`src/rtl/e203_itcm_arb_pkg.sv`:
```
// ---------------------------------------------------------------------------
// e203_itcm_arb_pkg
//   Shared definitions for the ITCM arbiter slice:
//   - requester ID encoding stored in the outstanding-ID FIFO
//   - default ITCM address / data widths
// ---------------------------------------------------------------------------
package e203_itcm_arb_pkg;

  // Default ITCM byte-address and data widths.
  localparam int ITCM_AW_DEFAULT = 16;
  localparam int ITCM_DW_DEFAULT = 64;

  // Requester that issued a command; one bit per outstanding entry.
  typedef enum logic {
    ID_IFU = 1'b0,
    ID_LSU = 1'b1
  } req_id_t;

endpackage : e203_itcm_arb_pkg

```
`src/rtl/e203_itcm_arb_idfifo.sv`:
```
// ---------------------------------------------------------------------------
// e203_itcm_arb_idfifo
//   Synchronous FIFO of requester IDs, one entry per outstanding ITCM command.
//   Commands complete in order, so the head entry always names the requester
//   that owns the next ITCM response.
//
// Ports:
//   clk, rst_n  clock, asynchronous active-low reset (discards all entries)
//   push        write push_id (ignored when full)
//   push_id     requester ID of the command being issued
//   pop         drop the head entry (ignored when empty)
//   head_id     ID at the head of the FIFO (valid only when !empty)
//   full        DEPTH entries held
//   empty       no entries held
// ---------------------------------------------------------------------------
module e203_itcm_arb_idfifo
  import e203_itcm_arb_pkg::*;
#(
  parameter int DEPTH = 2
) (
  input  logic    clk,
  input  logic    rst_n,
  input  logic    push,
  input  req_id_t push_id,
  input  logic    pop,
  output req_id_t head_id,
  output logic    full,
  output logic    empty
);

  localparam int CNT_W = $clog2(DEPTH + 1);
  localparam int PTR_W = (DEPTH > 1) ? $clog2(DEPTH) : 1;

  req_id_t            mem [DEPTH];
  logic [PTR_W-1:0]   wr_ptr;
  logic [PTR_W-1:0]   rd_ptr;
  logic [CNT_W-1:0]   cnt;
  logic               push_en;
  logic               pop_en;

  // Pointers wrap at DEPTH, which need not be a power of two.
  function automatic logic [PTR_W-1:0] ptr_inc(input logic [PTR_W-1:0] p);
    return (p == PTR_W'(DEPTH - 1)) ? '0 : p + PTR_W'(1);
  endfunction

  assign push_en = push && !full;
  assign pop_en  = pop && !empty;

  // NOTE: sequential state is written with non-blocking assignments only, so
  // every flop samples the pre-edge value of every other flop.
  always_ff @(posedge clk or negedge rst_n) begin
    if (!rst_n) begin
      wr_ptr <= '0;
      rd_ptr <= '0;
      cnt    <= '0;
      // NOTE: the ID storage is only a few flops, so it is reset as well; the
      // head entry then never carries X into the response routing logic.
      for (int i = 0; i < DEPTH; i++) begin
        mem[i] <= ID_IFU;
      end
    end else begin
      if (push_en) begin
        mem[wr_ptr] <= push_id;
        wr_ptr      <= ptr_inc(wr_ptr);
      end
      if (pop_en) begin
        rd_ptr <= ptr_inc(rd_ptr);
      end
      case ({push_en, pop_en})
        2'b10:   cnt <= cnt + CNT_W'(1);
        2'b01:   cnt <= cnt - CNT_W'(1);
        default: cnt <= cnt;
      endcase
    end
  end

  assign head_id = mem[rd_ptr];
  assign full    = (cnt == CNT_W'(DEPTH));
  assign empty   = (cnt == '0);

endmodule : e203_itcm_arb_idfifo

```
`src/rtl/e203_itcm_arb.sv`:
```
// ---------------------------------------------------------------------------
// e203_itcm_arb
//   Shares the single ITCM ICB port between the IFU fetch path (read-only)
//   and the LSU path (read/write).
//   - LSU has fixed priority, except that a waiting IFU which has lost STARVE
//     consecutive grants to the LSU is forced to win the next one.
//   - A command stalled by the ITCM (valid & !ready) locks the grant until it
//     handshakes, so the presented command never changes under a stall.
//   - An in-order ID FIFO remembers who issued each accepted command and
//     routes each ITCM response back to that requester.
//
// Ports:
//   clk, rst_n               clock, asynchronous active-low reset
//   ifu_icb_cmd_*            IFU fetch command (read-only)
//   ifu_icb_rsp_*            IFU response
//   lsu_icb_cmd_*            LSU command (read or write)
//   lsu_icb_rsp_*            LSU response
//   itcm_icb_cmd_*           merged command to the ITCM controller
//   itcm_icb_rsp_*           response from the ITCM controller
// ---------------------------------------------------------------------------
module e203_itcm_arb
  import e203_itcm_arb_pkg::*;
#(
  parameter int AW     = ITCM_AW_DEFAULT,
  parameter int DW     = ITCM_DW_DEFAULT,
  parameter int OUTS_N = 2,
  parameter int STARVE = 4
) (
  input  logic            clk,
  input  logic            rst_n,

  input  logic            ifu_icb_cmd_valid,
  output logic            ifu_icb_cmd_ready,
  input  logic [AW-1:0]   ifu_icb_cmd_addr,
  output logic            ifu_icb_rsp_valid,
  input  logic            ifu_icb_rsp_ready,
  output logic            ifu_icb_rsp_err,
  output logic [DW-1:0]   ifu_icb_rsp_rdata,

  input  logic            lsu_icb_cmd_valid,
  output logic            lsu_icb_cmd_ready,
  input  logic [AW-1:0]   lsu_icb_cmd_addr,
  input  logic            lsu_icb_cmd_read,
  input  logic [DW-1:0]   lsu_icb_cmd_wdata,
  input  logic [DW/8-1:0] lsu_icb_cmd_wmask,
  output logic            lsu_icb_rsp_valid,
  input  logic            lsu_icb_rsp_ready,
  output logic            lsu_icb_rsp_err,
  output logic [DW-1:0]   lsu_icb_rsp_rdata,

  output logic            itcm_icb_cmd_valid,
  input  logic            itcm_icb_cmd_ready,
  output logic [AW-1:0]   itcm_icb_cmd_addr,
  output logic            itcm_icb_cmd_read,
  output logic [DW-1:0]   itcm_icb_cmd_wdata,
  output logic [DW/8-1:0] itcm_icb_cmd_wmask,
  input  logic            itcm_icb_rsp_valid,
  output logic            itcm_icb_rsp_ready,
  input  logic            itcm_icb_rsp_err,
  input  logic [DW-1:0]   itcm_icb_rsp_rdata
);

  localparam int STARVE_W = $clog2(STARVE + 1);

  // ---------------- state ----------------
  logic                lock;
  req_id_t             lock_id;
  logic [STARVE_W-1:0] starve_cnt;
  logic [STARVE_W-1:0] starve_nxt;

  // ---------------- grant ----------------
  req_id_t grant_id;
  logic    granted_valid;
  logic    starve_hit;
  logic    fifo_full;
  logic    fifo_empty;
  req_id_t head_id;
  logic    cmd_hs;
  logic    ifu_hs;
  logic    lsu_hs;
  logic    rsp_hs;

  assign starve_hit = (starve_cnt == STARVE_W'(STARVE));

  // NOTE: every signal driven in an always_comb gets a default at the top of
  // the block, so no path can leave it unassigned and infer a latch.
  always_comb begin
    grant_id = ID_LSU;
    if (lock) begin
      grant_id = lock_id;
    end else if (ifu_icb_cmd_valid && (!lsu_icb_cmd_valid || starve_hit)) begin
      grant_id = ID_IFU;
    end
  end

  assign granted_valid = (grant_id == ID_IFU) ? ifu_icb_cmd_valid : lsu_icb_cmd_valid;

  // ---------------- command path ----------------
  // A full FIFO blocks the command even when a response pops in the same
  // cycle; this keeps cmd_ready free of a path from itcm_icb_rsp_valid.
  assign itcm_icb_cmd_valid = granted_valid && !fifo_full;

  // Ready is also qualified by the granted requester's own valid, so an idle
  // requester never sees ready.
  assign ifu_icb_cmd_ready = (grant_id == ID_IFU) && ifu_icb_cmd_valid
                             && itcm_icb_cmd_ready && !fifo_full;
  assign lsu_icb_cmd_ready = (grant_id == ID_LSU) && lsu_icb_cmd_valid
                             && itcm_icb_cmd_ready && !fifo_full;

  always_comb begin
    itcm_icb_cmd_addr  = lsu_icb_cmd_addr;
    itcm_icb_cmd_read  = lsu_icb_cmd_read;
    itcm_icb_cmd_wdata = lsu_icb_cmd_wdata;
    itcm_icb_cmd_wmask = lsu_icb_cmd_wmask;
    if (grant_id == ID_IFU) begin
      itcm_icb_cmd_addr  = ifu_icb_cmd_addr;
      itcm_icb_cmd_read  = 1'b1;
      itcm_icb_cmd_wdata = '0;
      itcm_icb_cmd_wmask = '0;
    end
  end

  assign cmd_hs = itcm_icb_cmd_valid && itcm_icb_cmd_ready;
  assign ifu_hs = cmd_hs && (grant_id == ID_IFU);
  assign lsu_hs = cmd_hs && (grant_id == ID_LSU);

  // ---------------- lock and starvation ----------------
  always_comb begin
    starve_nxt = starve_cnt;
    if (!ifu_icb_cmd_valid || ifu_hs) begin
      starve_nxt = '0;
    end else if (lsu_hs && !starve_hit) begin
      starve_nxt = starve_cnt + STARVE_W'(1);
    end
  end

  // The lock is re-evaluated every cycle: it holds while the ITCM stalls the
  // presented command and drops on the handshake.
  always_ff @(posedge clk or negedge rst_n) begin
    if (!rst_n) begin
      lock       <= 1'b0;
      lock_id    <= ID_IFU;
      starve_cnt <= '0;
    end else begin
      lock       <= itcm_icb_cmd_valid && !itcm_icb_cmd_ready;
      lock_id    <= grant_id;
      starve_cnt <= starve_nxt;
    end
  end

  // ---------------- outstanding-ID FIFO ----------------
  e203_itcm_arb_idfifo #(
    .DEPTH (OUTS_N)
  ) u_idfifo (
    .clk     (clk),
    .rst_n   (rst_n),
    .push    (cmd_hs),
    .push_id (grant_id),
    .pop     (rsp_hs),
    .head_id (head_id),
    .full    (fifo_full),
    .empty   (fifo_empty)
  );

  // ---------------- response path ----------------
  // An empty FIFO means no owner for a response, so it is never accepted.
  assign ifu_icb_rsp_valid  = itcm_icb_rsp_valid && !fifo_empty && (head_id == ID_IFU);
  assign lsu_icb_rsp_valid  = itcm_icb_rsp_valid && !fifo_empty && (head_id == ID_LSU);
  assign itcm_icb_rsp_ready = !fifo_empty
                              && ((head_id == ID_IFU) ? ifu_icb_rsp_ready : lsu_icb_rsp_ready);
  assign rsp_hs             = itcm_icb_rsp_valid && itcm_icb_rsp_ready;

  assign ifu_icb_rsp_err    = itcm_icb_rsp_err;
  assign lsu_icb_rsp_err    = itcm_icb_rsp_err;
  assign ifu_icb_rsp_rdata  = itcm_icb_rsp_rdata;
  assign lsu_icb_rsp_rdata  = itcm_icb_rsp_rdata;

  // A response with nothing outstanding means the ITCM controller and the
  // arbiter have lost track of each other.
  rsp_without_cmd: assert property (
    @(posedge clk) disable iff (!rst_n) !(itcm_icb_rsp_valid && fifo_empty)
  ) else $error("itcm response arrived with no outstanding command");

endmodule : e203_itcm_arb

```
`config.mk`:
```
export PLATFORM = sky130hd
export DESIGN_NAME = e203_itcm_arb
export DESIGN_NICKNAME = d
export VERILOG_FILES = /design/src/rtl/e203_itcm_arb_pkg.sv /design/src/rtl/e203_itcm_arb_idfifo.sv /design/src/rtl/e203_itcm_arb.sv
export SDC_FILE = /design/constraint.sdc
export NUM_CORES = 1
export LEC_CHECK = 0
export BUFFER_PORTS_ARGS = -buffer_cell sky130_fd_sc_hd__buf_2
export CORE_AREA = 8 8 152 154
export DETAILED_ROUTE_END_ITERATION = 16
export DIE_AREA = 0 0 160 162
export GPL_TIMING_DRIVEN = 0
export SLEW_MARGIN = 20
export SYNTH_ARGS = -nofsm -noshare
export SYNTH_HDL_FRONTEND = slang
export SYNTH_SLANG_ARGS = --single-unit
```
`constraint.sdc`:
```
create_clock -name clk -period 2.2 [get_ports clk]
set_clock_uncertainty 0.2 [all_clocks]
set_input_delay 0.44 -clock clk [delete_from_list [all_inputs] [get_ports clk]]
set_output_delay 0.44 -clock clk [all_outputs]
set_load 0.01 [all_outputs]
```
==> metrics, run 1 <==
Sw Share between 30% and 40%; Final WS setup -394.9 ps; CTS root buf clkbuf_16; maximum VDD drop 0.0002529 V; via count ~3100; fin. max-slew vios 0; antenna fix cells 0; CTS tree yes; CP Data Required Time between 1500 and 2000 ps; via density per instance around 3.3; worst min path class in -> reg; first-pass GRT wire length about 19 mm; worst skew pair latency 240 ps; Reg power frac between 10% and 20%; register area 275.3 um2; Final Hold Fails 0; flops & latches, synth 11; CTS buffer count 3; area overhead of the layout relative to synthesis 114.1%; Synth cell types 32; Post-DRT Antenna Nets 0; syn_nets 476; post-synthesis sequential area ratio roughly 11%; Routed WL per cell around 15 um; Synth Cell Area approximately 2400 um2; Initial Util a little under an eighth; Placed Cells around 910; element type at the critical path end primary output; area leader, netlist buf_4; clock sink total 11; DRC 0; final cell count without fillers between 900 and 1000; pin count of the biggest net entering global routing 12; Post-DP Area about 4400 um2; Synth Warn # 0; Post-Synthesis Cells 295; final wirelength 13.78 mm; die area 25920 um2; core region area slightly above 20000 um2; GRT Util Overall 9.088%; status finished, violations left; Max Clk Rate just under 0.4 GHz; clock power share roughly 13%; final cycle utilization of the critical path 117.9%; die width between 150 and 200 um; number of flops mapped to enable cells by yosys 0; number of fill cells around 2200; gr ovfl total 0; first-iteration detailed-routing DRC count 63; Synth top area share roughly two fifths; failing checks setup timing; Comb power frac around 74%; clock-pin slew on the worst setup and hold paths ~50 ps; post-layout instance area between 5000 and 6000 um2; CTS HTree Levels 1; max_cap viols 0; FP Rows 53; Core Util, Final between 20% and 30%; reg2reg setup slack 230 ps; RSZ-0062 raised after global routing yes; drt first pass iters 4; io pins between 400 and 500; PortBufs 337; max_slew headroom 79.32%; Tightest Pin Transition slightly above 300 ps; fraction of layout cells with a size suffix above 1 85.12%; startpoint types flip-flop; CP Class reg -> out; Setup Viol. Count Final between 90 and 100; share of flip-flops with an asynchronous set or reset between 90% and 100%; Mapped Avg Cell Area between 8 and 9 um2; top-count cell post-synth buf_4; dominant cells by area after synthesis buf_4 (40%), and2_1 (19%), dfrtp_1 (11%); final net count ~830; vias in the first global route around 3200; CTS Buffer Depth 2; Switch Pwr approximately 980 uW; routability-driven placement congestion ratio 0.7778; Leak just under 0.003 uW; ys flop type dfrtp_1; Synth top cells by count buf_4 (130), and2_1 (73), mux2_4 (16), dfrtp_1 (11), nor2_1 (9); worst endpoint data arrival time around 2000 ps; Tot Pwr between 2000 and 3000 uW; final worst path period need 2595 ps; area of the multi-input gates approximately 1200 um2; PwrDens slightly above 500 nW/um2; Max FO, Critical Path 7; initial antenna violation count 0; placed wire-length estimate roughly 12 mm; Die Y roughly 160 um; internal cell power approximately 1700 uW
==> registers in the layout, indices dropped and copies added (netlist names) <==
| signal | cells |
|---|---|
| lock_id | 1 |
| lock | 1 |
| u_idfifo.mem | 2 |
| u_idfifo.cnt | 2 |
| u_idfifo.rd_ptr | 1 |
| starve_cnt | 3 |
| u_idfifo.wr_ptr | 1 |
==> timing repair <==
action | in CTS | in global routing
hold endpoints to repair | 11 | 0
setup buffers | 7 | 3
hold buffers | 1 | 0
gates resized for setup | 66 | 46
setup endpoints to repair | 91 | 91
gates cloned | 4 | 1
pin swaps | 10 | 18
==> layer usage <==
metal  global-route usage (%)  part of all wire, %
met1                    9.704                   36
met2                    17.14                   54
met3                    3.265                  9.9
met4                    1.317                 0.49
met5                        0                    0
==> stage by stage <==
step / setup TNS [ps] / hold WS, ps / setup slack (ps)
after global routing: -35350 / 226.5 / -442.9
after CTS: -37960 / 217.0 / -465.2
after global placement: -12930 / 132.3 / -255.8
final: -30470 / 219.5 / -394.9
after detailed placement: -13470 / 134.3 / -251.4
after floorplan: 0 / -55.59 / 87.79
==> worst max-delay path, stage by stage (launching register included) <==
cell and delay [ps]:
dfrtp_1 390, inv_2 90, ha_4 150, a21boi_4 50, o31a_4 390, buf_12 190
mux2_4 320, buf_6 130
==> power by group through the flow <==
stage / combinational, uW / clock [uW] / sequential [uW]
2_1_floorplan: 953 / 0 / 329
3_3_place_gp: 1550 / 0 / 343
3_5_place_dp: 1560 / 0 / 347
4_1_cts: 1850 / 344 / 344
5_1_grt: 2110 / 358 / 359
6_report: 1960 / 339 / 346
==> cells in the final DEF (no fill, tap or decap), drive strengths merged, types with 2 or more instances in the layout <==
| master | Yosys | final |
|---|---|---|
| o21ai | 2 | 2 |
| nand2b | 3 | 3 |
| and2 | 73 | 73 |
| nor2 | 9 | 9 |
| xnor2 | 3 | 3 |
| inv | 4 | 4 |
| nand2 | 5 | 5 |
| buf | 139 | 489 |
| a21boi | 2 | 2 |
| mux2i | 2 | 2 |
| xor2 | 2 | 2 |
| nand4 | 2 | 2 |
| nor3 | 3 | 3 |
| dfrtp | 11 | 11 |
| a21oi | 2 | 2 |
| nor2b | 3 | 3 |
| mux2 | 18 | 18 |
| clkbuf | 1 | 6 |
| ha | 3 | 3 |
==> path summary, 6_finish.rpt <==
kind | from | endpoint | depth (start not counted)
min in group asynchronous | rst_n | u_idfifo.cnt[0] | 2
worst min-delay path | itcm_icb_cmd_ready | lock | 2
worst min register to register | u_idfifo.rd_ptr | u_idfifo.rd_ptr | 1
worst max-delay path | starve_cnt[1] | itcm_icb_cmd_addr[15] | 7
worst max register to register | u_idfifo.rd_ptr | u_idfifo.cnt[1] | 6
max in group asynchronous | rst_n | lock_id | 2
==> logic make-up (layout without fill, tap and decap cells) <==
logic type / count (synthesis) / in the layout / share of synthesized area, %
buffers and inverters: 144 / 501 / 45.08
flip-flops: 11 / 11 / 11.39
adder cells (fa/ha/maj): 3 / 3 / 1.553
multiplexers: 20 / 20 / 11.70
AND/OR/NAND/NOR: 100 / 100 / 24.38
XOR/XNOR: 5 / 5 / 1.812
AO/OA/AOI/OAI: 12 / 12 / 4.090
==> cell type report <==
| class | count | share of cell area (%) |
|---|---|---|
| Timing Repair Buffer | 353 | 42.09 |
| Multi-Input combinational cell | 140 | 22.49 |
| Buffer | 140 | 21.62 |
| Tap cell | 275 | 6.649 |
| Sequential cell | 11 | 5.319 |
| Clock buffer | 3 | 1.451 |
| Inverter | 4 | 0.2901 |
| Clock inverter | 1 | 0.09671 |
No activity file was read; power rests on OpenSTA's default activity.
==> inputs of run 2 (changes only) <==
--- a/config.mk
+++ b/config.mk
@@ -6,10 +6,13 @@
 export NUM_CORES = 1
 export LEC_CHECK = 0
 export BUFFER_PORTS_ARGS = -buffer_cell sky130_fd_sc_hd__buf_2
-export CORE_AREA = 8 8 152 154
+export CELL_PAD_IN_SITES_DETAIL_PLACEMENT = 1
+export CELL_PAD_IN_SITES_GLOBAL_PLACEMENT = 2
+export CORE_MARGIN = 8
+export CORE_UTILIZATION = 11
 export DETAILED_ROUTE_END_ITERATION = 16
-export DIE_AREA = 0 0 160 162
 export GPL_TIMING_DRIVEN = 0
+export PLACE_DENSITY_LB_ADDON = 0.1
 export SLEW_MARGIN = 20
 export SYNTH_ARGS = -nofsm -noshare
 export SYNTH_HDL_FRONTEND = slang
==> run 2 against run 1 <==
Against the previous run: the run still ends with setup timing left; largest power group unchanged; sequential share of layout area decreased by 0.18 points; cell count increased by 0.22%; power increased by 3.9%; worst hold slack improved by 1.1 ps; worst setup slack improved by 11 ps; sequential power about the same; flip-flop and latch count unchanged.
==> metrics, run 2 (synthesis gave the netlist of run 1 again) <==
status finished, violations left; failing checks setup timing; startpoint types flip-flop; Switch Pwr between 900 and 1000 uW; area overhead of the layout relative to synthesis 121.7%; drt first pass iters 4; Leak just over 0.003 uW; met2 Resource Use GR 20.61%; Reg power frac between 10% and 20%; pin count of the biggest net entering global routing 12; Largest register FFs 3; Max Clk Rate between 0.3 and 0.4 GHz; final cycle utilization of the critical path 117.5%; Tightest Pin Transition around 350 ps; maximum VDD drop between 0.0003 and 0.0004 V; die width roughly 160 um; Core Util, Final ~25%; register area roughly 280 um2; Sw Share a little over a third; internal cell power approximately 1800 uW; worst endpoint data arrival time 1940 ps; Final Hold Slack around 220 ps; most common cell after layout, fill and taps aside buf_2; PwrDens a little over 500 nW/um2; CTS Buffer Depth 2; Initial Util 11.15%; commonest non-fill, non-tap cells in the layout buf_2 (270), buf_4 (135), buf_6 (71); core region area between 20000 and 25000 um2; PortBufs ~340; M3 GR Usage around 2.8%; routability-driven placement congestion ratio 0.7053; CTS tree yes; Post-DRT Antenna Nets 0; clock sink total 11; element type at the critical path end primary output; final worst path period need between 2000 and 3000 ps; met1 usage a little under a tenth; CP Data Required Time roughly 1600 ps; io pins 403; biggest regs starve_cnt x3, u_idfifo.cnt x2, u_idfifo.mem x2; clock power share 12.0%; clock-pin slew on the worst setup and hold paths around 40 ps; CP Class reg -> out; GRT Util Overall 9.857%; via density per instance 3.367; Routed WL per cell 16.81 um; Placed Cells between 900 and 1000; Max FO, Critical Path 7; max_slew headroom about three quarters; vias in the first global route 3234; first-pass GRT wire length about 21 mm; CTS HTree Levels 1; gr ovfl total 0; CTS root buf clkbuf_16; DRC 0; final cell count without fillers between 900 and 1000; first-iteration detailed-routing DRC count 85; Final Hold Fails 0; final wirelength approximately 16 mm; busiest grt layer met2; final net count slightly above 800; die area ~27000 um2; CTS buffer count 3; initial antenna violation count 0; placed wire-length estimate between 10 and 15 mm; Die Y between 150 and 200 um; RSZ-0062 raised after global routing yes; antenna fix cells 0; via count 3128; FP Rows 54; Comb power frac between 70% and 80%; fraction of layout cells with a size suffix above 1 just under 90%; worst skew pair latency ~240 ps; Top reg by flops starve_cnt; Setup Viol. Count Final between 90 and 100; number of fill cells 2656; Final WS setup -384.2 ps; area of the multi-input gates approximately 1200 um2; fin. max-slew vios 0; max_cap viols 0; worst min path class in -> reg
==> run 2: cell type report <==
type / instances / share of cell area [%]
Buffer: 140 / 20.80
Clock buffer: 3 / 1.401
Clock inverter: 1 / 0.09339
Inverter: 4 / 0.2802
Multi-Input combinational cell: 140 / 22.60
Sequential cell: 11 / 5.137
Tap cell: 280 / 6.537
Timing Repair Buffer: 350 / 43.15
==> run 2: worst paths after layout <==
kind,from,end,slack (ps),cells after the start
max,starve_cnt[1],itcm_icb_cmd_addr[5],-380,7
min,itcm_icb_cmd_ready,lock,220,2
max reg2reg,u_idfifo.rd_ptr,u_idfifo.cnt[1],200,7
min reg2reg,u_idfifo.rd_ptr,u_idfifo.rd_ptr,300,1
max in group asynchronous,rst_n,starve_cnt[2],1150,2
min in group asynchronous,rst_n,lock,420,2
==> run 2: per-layer routing <==
layer	wire length (um)	part of all wire, %
met3	1595	10
met5	0	0
met1	4867	31
met4	52	0.33
met2	9104	58
==> run 2: repair_timing <==
| action | in CTS | in global routing |
|---|---|---|
| resized for setup | 104 | 71 |
| hold buffers | 1 | 0 |
| hold endpoints to repair | 11 | 0 |
| pin swaps | 15 | 23 |
| cloned | 2 | 3 |
| endpoints found under the setup margin | 91 | 91 |
| setup buffers | 6 | 1 |
==> run 2: power by group through the flow <==
stage,combinational (uW),sequential [uW],clock [uW]
global route,2240,360,352
detailed placement,1600,349,0
floorplan,953,329,0
global placement,1600,347,0
CTS,1940,345,344
finish,2070,345,330
==> run 2: critical path, cell delays in order (launching register included) <==
cell	delay, ps
dfrtp_1	390
inv_2	90
ha_4	150
a21boi_4	60
o31a_4	390
buf_12	190
mux2_4	310
buf_6	120
==> run 2: per-stage QoR <==
step	TNS, ps	instance area, um2	setup slack [ps]	power, uW
finish	-28640	5359	-384.2	2749
global route	-33430	5359	-427.1	2950
CTS	-37290	5031	-468.0	2626
detailed placement	-20670	4454	-329.6	1951
global placement	-14400	4454	-258.3	1949
floorplan	0	2417	87.79	1282
